[src/rtl/bpuf_pkg.sv]
// bpuf_pkg: shared state encoding and constants for the BPUF evaluation sequencer
package bpuf_pkg;
  typedef enum logic [2:0] {
    IDLE,
    EXCITE,
    SETTLE,
    SAMPLE,
    DONE
  } state_e;
  localparam int MIN_SETTLE = 3;
endpackage

[src/rtl/bpuf_vote_cell.sv]
// bpuf_vote_cell: synchronizes one BPUF Q output and majority-votes it across repetitions
module bpuf_vote_cell
  import bpuf_pkg::*;
#(
  parameter int NUM_EVALS = 7,
  localparam int CW = $clog2(NUM_EVALS + 1)
) (
  input  logic clk,
  input  logic rst,
  input  logic q_in,
  input  logic clr,
  input  logic acc,
  output logic maj,
  output logic unstable
);
  logic [1:0]    sync_q, sync_d;
  logic [CW-1:0] ones_q, ones_d;
  // two-flop synchronizer and saturating ones counter
  always_comb begin
    sync_d = {sync_q[0], q_in};
    ones_d = clr ? '0 : (acc && ones_q != CW'(NUM_EVALS)) ? ones_q + CW'(sync_q[1]) : ones_q;
  end
  // state registers
  always_ff @(posedge clk) begin
    if (rst) begin
      sync_q <= '0;
      ones_q <= '0;
    end else begin
      sync_q <= sync_d;
      ones_q <= ones_d;
    end
  end
  assign maj      = (2 * int'(ones_q)) > NUM_EVALS;
  assign unstable = ones_q != '0 && ones_q != CW'(NUM_EVALS);
endmodule

[src/rtl/bpuf_eval_ctrl.sv]
// bpuf_eval_ctrl: excite/settle/sample sequencer with per-cell majority voting for a BPUF array
module bpuf_eval_ctrl
  import bpuf_pkg::*;
#(
  parameter int NUM_CELLS     = 8,
  parameter int NUM_EVALS     = 7,
  parameter int EXCITE_CYCLES = 4,
  parameter int SETTLE_CYCLES = 8
) (
  input  logic                 clk,
  input  logic                 rst,
  input  logic                 start,
  input  logic [NUM_CELLS-1:0] cell_en,
  output logic                 busy,
  output logic [NUM_CELLS-1:0] excite,
  input  logic [NUM_CELLS-1:0] q_in,
  output logic [NUM_CELLS-1:0] resp_data,
  output logic [NUM_CELLS-1:0] resp_unstable,
  output logic                 resp_valid,
  input  logic                 resp_ready
);
  localparam int MAXP = EXCITE_CYCLES > SETTLE_CYCLES ? EXCITE_CYCLES : SETTLE_CYCLES;
  localparam int PW   = MAXP > 1 ? $clog2(MAXP) : 1;
  localparam int EW   = $clog2(NUM_EVALS + 1);
  if (NUM_CELLS < 1 || NUM_CELLS > 64 || NUM_EVALS < 1 || NUM_EVALS % 2 == 0 ||
      EXCITE_CYCLES < 1 || SETTLE_CYCLES < MIN_SETTLE) begin : g_bad_param
    $error("bpuf_eval_ctrl: illegal parameter set");
  end
  state_e               state_q, state_d;
  logic [PW-1:0]        phase_q, phase_d;
  logic [EW-1:0]        eval_q, eval_d;
  logic [NUM_CELLS-1:0] en_q, en_d;
  logic [NUM_CELLS-1:0] excite_q, excite_d;
  logic [NUM_CELLS-1:0] data_q, data_d;
  logic [NUM_CELLS-1:0] unst_q, unst_d;
  logic                 resp_valid_q, resp_valid_d;
  logic                 clr, capture;
  logic [NUM_CELLS-1:0] acc, maj, unst;
  for (genvar i = 0; i < NUM_CELLS; i++) begin : g_cell
    bpuf_vote_cell #(.NUM_EVALS(NUM_EVALS)) u_cell (
      .clk      (clk),
      .rst      (rst),
      .q_in     (q_in[i]),
      .clr      (clr),
      .acc      (acc[i]),
      .maj      (maj[i]),
      .unstable (unst[i])
    );
  end
  // sequencer next state, counters and registered outputs
  always_comb begin
    state_d = state_q;
    phase_d = phase_q;
    eval_d  = eval_q;
    en_d    = en_q;
    clr     = 1'b0;
    case (state_q)
      IDLE: if (start) begin
        state_d = EXCITE;
        en_d    = cell_en;
        phase_d = '0;
        eval_d  = '0;
        clr     = 1'b1;
      end
      EXCITE: begin
        state_d = phase_q == PW'(EXCITE_CYCLES - 1) ? SETTLE : EXCITE;
        phase_d = phase_q == PW'(EXCITE_CYCLES - 1) ? '0 : phase_q + 1'b1;
      end
      SETTLE: begin
        state_d = phase_q == PW'(SETTLE_CYCLES - 1) ? SAMPLE : SETTLE;
        phase_d = phase_q == PW'(SETTLE_CYCLES - 1) ? '0 : phase_q + 1'b1;
      end
      SAMPLE: begin
        eval_d  = eval_q + 1'b1;
        state_d = eval_q == EW'(NUM_EVALS - 1) ? DONE : EXCITE;
      end
      DONE: state_d = (resp_valid_q && resp_ready) ? IDLE : DONE;
      default: state_d = IDLE;
    endcase
    acc          = state_q == SAMPLE ? en_q : '0;
    excite_d     = state_q == EXCITE ? en_q : '0;
    capture      = state_q == DONE && !resp_valid_q;
    data_d       = capture ? maj & en_q : data_q;
    unst_d       = capture ? unst & en_q : unst_q;
    resp_valid_d = state_q == DONE && !(resp_valid_q && resp_ready);
  end
  // state registers
  always_ff @(posedge clk) begin
    if (rst) begin
      state_q      <= IDLE;
      phase_q      <= '0;
      eval_q       <= '0;
      en_q         <= '0;
      excite_q     <= '0;
      data_q       <= '0;
      unst_q       <= '0;
      resp_valid_q <= 1'b0;
    end else begin
      state_q      <= state_d;
      phase_q      <= phase_d;
      eval_q       <= eval_d;
      en_q         <= en_d;
      excite_q     <= excite_d;
      data_q       <= data_d;
      unst_q       <= unst_d;
      resp_valid_q <= resp_valid_d;
    end
  end
  assign busy          = state_q != IDLE;
  assign excite        = excite_q;
  assign resp_data     = data_q;
  assign resp_unstable = unst_q;
  assign resp_valid    = resp_valid_q;
endmodule
[config.mk]
export PLATFORM = sky130hd
export DESIGN_NAME = bpuf_eval_ctrl
export DESIGN_NICKNAME = d
export VERILOG_FILES = /design/src/rtl/bpuf_pkg.sv /design/src/rtl/bpuf_vote_cell.sv /design/src/rtl/bpuf_eval_ctrl.sv
export SDC_FILE = /design/constraint.sdc
export NUM_CORES = 1
export LEC_CHECK = 0
export ABC_AREA = 1
export BUFFER_PORTS_ARGS = -buffer_cell sky130_fd_sc_hd__buf_2
export CAP_MARGIN = 25
export CORE_MARGIN = 4
export CORE_UTILIZATION = 40
export CTS_CLUSTER_SIZE = 8
export DETAILED_ROUTE_END_ITERATION = 6
export SLEW_MARGIN = 20
export SYNTH_ARGS = -nofsm -noshare
export SYNTH_HDL_FRONTEND = slang
export SYNTH_HIERARCHICAL = 1
export SYNTH_SLANG_ARGS = --single-unit
export TNS_END_PERCENT = 5
[constraint.sdc]
create_clock -name clk -period 1.5 [get_ports clk]
set_input_delay 0.3 -clock clk [delete_from_list [all_inputs] [get_ports clk]]
set_output_delay 0.3 -clock clk [all_outputs]
set_load 0.005 [all_outputs]
==> impl_metrics.sql <==
INSERT INTO impl_metrics (metric_group, metric, value, unit) VALUES
('run_status', 'outcome', 'finished clean', ''),
('critical_path', 'crit_path_end_kind', 'primary output', ''),
('finish', 'layout-drive-gt1-share', '0.1831', ''),
('synthesis', 'synth_edf_count', '0', ''),
('detailed_routing', 'detailedRoute.firstPassIterationCount', '7', ''),
('grt', 'grt_max_degree', '22', ''),
('timing', 'setup_viol', '0', ''),
('timing', 'clock_period_minus_final_worst_setup_slack', '1.474', 'ns'),
('synthesis', 'syn-instance-count', '571', ''),
('synthesis', 'synth_top_cell_by_area', 'dfxtp_1', ''),
('detailed_routing', 'route.detailed.vias_per_inst', '4.397', ''),
('detailed_routing', 'route.vias.total', '3425', ''),
('critical_path', 'rr_startpoint', 'state_q[1]', ''),
('pwr', 'leak_pwr', '2.325', 'nW'),
('critical_path', 'critical_path.reg2reg.endpoint', 'resp_unstable[1]', ''),
('detailed_routing', 'dr.first_iter.drc_count', '139', ''),
('synthesis', 'yosys.cell_types.count', '20', ''),
('pwr', 'power.density_cell_area', '896.1', 'nW/um^2'),
('placed_design', 'routabilityCongestion', '0.8481', ''),
('synthesis', 'netlist.area_leader.share', '0.4264', ''),
('placed_design', 'placement.io_buffers', '45', ''),
('critical_path', 'worst_path_dominant_cell_family', 'flip-flops', ''),
('timing', 'slew_headroom', '0.7747', ''),
('critical_path', 'cp_num_buf_inv', '2', ''),
('critical_path', 'setup.worst_path.class', 'reg2out', ''),
('pwr', 'ir_drop', '0.5106', 'mV'),
('cts', 'cts_inserted_buffers', '9', ''),
('synthesis', 'synth-simple-area-share', '0.3516', ''),
('detailed_routing', 'route.final.wire_length', '8.190', 'mm'),
('synthesis', 'avgSynthCellArea', '6.742', 'um^2'),
('timing', 'worst_pin_slew', '0.3367', 'ns'),
('floorplanning', 'fp.coreArea', '9284', 'um^2'),
('timing', 'final.period_utilization', '0.9828', ''),
('synthesis', 'synth.ff_latch_count', '82', ''),
('cts', 'clock-sinks', '82', ''),
('critical_path', 'worst_path_largest_cell_delay', '0.35', 'ns'),
('placed_design', 'post-place-ws', '0.05080', 'ns'),
('cts', 'htree_levels', '3', ''),
('synthesis', 'synthMuxAreaShare', '0', ''),
('finish', 'layout-area-overhead-vs-synth', '21.09', '%'),
('hold_path', 'min_delay_path_depth', '3', ''),
('finish', 'n_antenna_cell', '0', ''),
('critical_path', 'critical_path_maximum_fanout', '5', ''),
('timing', 'grt_setup_unrepaired', 'true', ''),
('synthesis', 'synthesized_area_fraction_occupied_by_ao_oa_aoi_and_oai_cells', '0.03185', ''),
('placed_design', 'place_hpwl', '5.814', 'mm'),
('detailed_routing', 'wl_per_cell', '10.51', 'um'),
('critical_path', 'critPathSlowestCell', 'dfxtp_2', ''),
('synthesis', 'synth_xor_area_frac', '0.002275', ''),
('timing', 'maximum_clock_frequency', '678.3', 'MHz'),
('detailed_routing', 'drt_drc_violations_left', '0', ''),
('cts', 'clock_tree.root_cell', 'clkbuf_8', ''),
('critical_path', 'timing.critical_path.required', '1.20', 'ns'),
('grt', 'grt_pass1_vias', '3103', ''),
('hold_path', 'worst_hold_path.endpoint', 'g_cell[6].u_cell/sync_q[0]', ''),
('run', 'drv.max_cap_violation_count', '0', ''),
('hold_path', 'hold_path_startpoint', 'q_in[6]', ''),
('finish', 'finalCoreUtilization', '0.5022', ''),
('critical_path', 'startpoint_type', 'flip-flop', ''),
('grt', 'global_route.overflow_total', '0', ''),
('floorplanning', 'die_h', '106.1', 'um'),
('floorplanning', 'row_count', '35', ''),
('hold_path', 'min_path_type', 'in2reg', ''),
('finish', 'nNetsFinal', '687', ''),
('critical_path', 'reg2reg_setup_slack', '0.06', 'ns'),
('timing', 'timing.final.hold_violations', '0', ''),
('floorplanning', 'floorplan.initialDensity', '0.4147', ''),
('grt', 'global_route.usage.total', '0.1472', ''),
('timing', 'holdWs', '0.1477', 'ns'),
('floorplanning', 'design.portCount', '46', ''),
('synthesis', 'synth.top_cells.by_area', 'dfxtp_1 (43%), nand2_1 (15%), nor2_1 (11%)', '');
-- logic make-up after synthesis --
logic type                 count (synthesis)
AOI/OAI and AO/OA                         24
xor gates and xnor gates                   1
adders and majority gates                 22
buffers and inverters                    113
DFF                                       82
and+or+nand+nor                          329
-- worst max-delay path by stage --
stage	startpoint	end	slack [ns]	depth (start not counted)
after floorplan	state_q[0]	g_cell[0].u_cell/ones_q[2]	0.07	9
after global placement	state_q[1]	g_cell[6].u_cell/ones_q[2]	0.08	8
after detailed placement	state_q[1]	g_cell[6].u_cell/ones_q[2]	0.05	8
after CTS	state_q[0]	busy	0.007	4
after global routing	state_q[1]	g_cell[7].u_cell/ones_q[1]	-0.04	10
final	state_q[1]	busy	0.03	4
-- where the power goes --
group | leakage, nW | internal [mW] | switching, mW
Combinational | 1.55 | 0.119 | 0.182
Sequential | 0.667 | 2.22 | 0.0303
Clock | 0.103 | 0.817 | 0.806
Total | 2.32 | 3.16 | 1.02
-- worst register-to-register path, delay by kind of cell, from the launching register on --
| kind | cells | cell delay [ns] |
|---|---|---|
| and+or+nand+nor | 6 | 0.53 |
| DFF | 1 | 0.35 |
| buffers and inverters | 3 | 0.44 |
-- per-layer routing --
layer	share of wire	track usage
met1	0.49	0.1871
met2	0.45	0.2425
met3	0.037	0.03218
met4	0.020	0.05828
met5	0	0
-- synthesized netlist by cell type (2+ instances only) --
master	instances
dfxtp_1	82
o21ai_0	9
nor2_1	111
a21oi_1	14
inv_1	102
buf_6	2
nor2_2	9
nor2_4	2
nand2_2	9
clkbuf_1	3
buf_4	2
ha_1	22
nand3_1	38
nand2_1	158
inv_2	3
-- what timing repair did --
| action | in CTS | in global routing |
|---|---|---|
| resized for setup | 2 | 11 |
| gates cloned | 0 | 1 |
| setup endpoints to repair | 1 | 19 |
| pin swaps | 1 | 3 |
| setup buffers | 1 | 4 |
-- flip-flops by register name, summed over array words and instances, names as in the netlist --
register / flops
resp_data: 8
resp_unstable: 8
en_q: 8
g_cell.u_cell/ones_q: 24
g_cell.u_cell/sync_q: 16
eval_q: 3
state_q: 3
excite: 8
phase_q: 3
resp_valid: 1
-- final cells by class --
cell class / count / area, um^2
clock buffers: 10 / 137.6
clock inverters: 6 / 65.06
fillers: 973 / 4622
inverters: 105 / 397.9
multi-input cells: 376 / 1783
flip-flops and latches: 82 / 1645
well taps: 129 / 161.4
repair buffers: 71 / 471.7
-- layout by cell type, fill, tap and decap left out, types with 10 or more instances in the layout --
| master | count |
|---|---|
| ha_1 | 22 |
| nand2_2 | 10 |
| buf_4 | 19 |
| nor2_1 | 110 |
| buf_2 | 46 |
| a21oi_1 | 14 |
| nand3_1 | 37 |
| inv_1 | 101 |
| clkbuf_8 | 10 |
| dfxtp_1 | 79 |
| nand2_1 | 156 |
-- stage by stage --
stage               instance area, um^2  cells  power [mW]  setup TNS, ns
finish                             4662    779       4.177              0
global placement                   4358    757       2.588              0
floorplan                          3850    571       2.472              0
detailed placement                 4358    757       2.592              0
global route                       4662    779       4.384        -0.3050
CTS                                4571    774       4.231              0
Power figures use the tool's default switching activity.
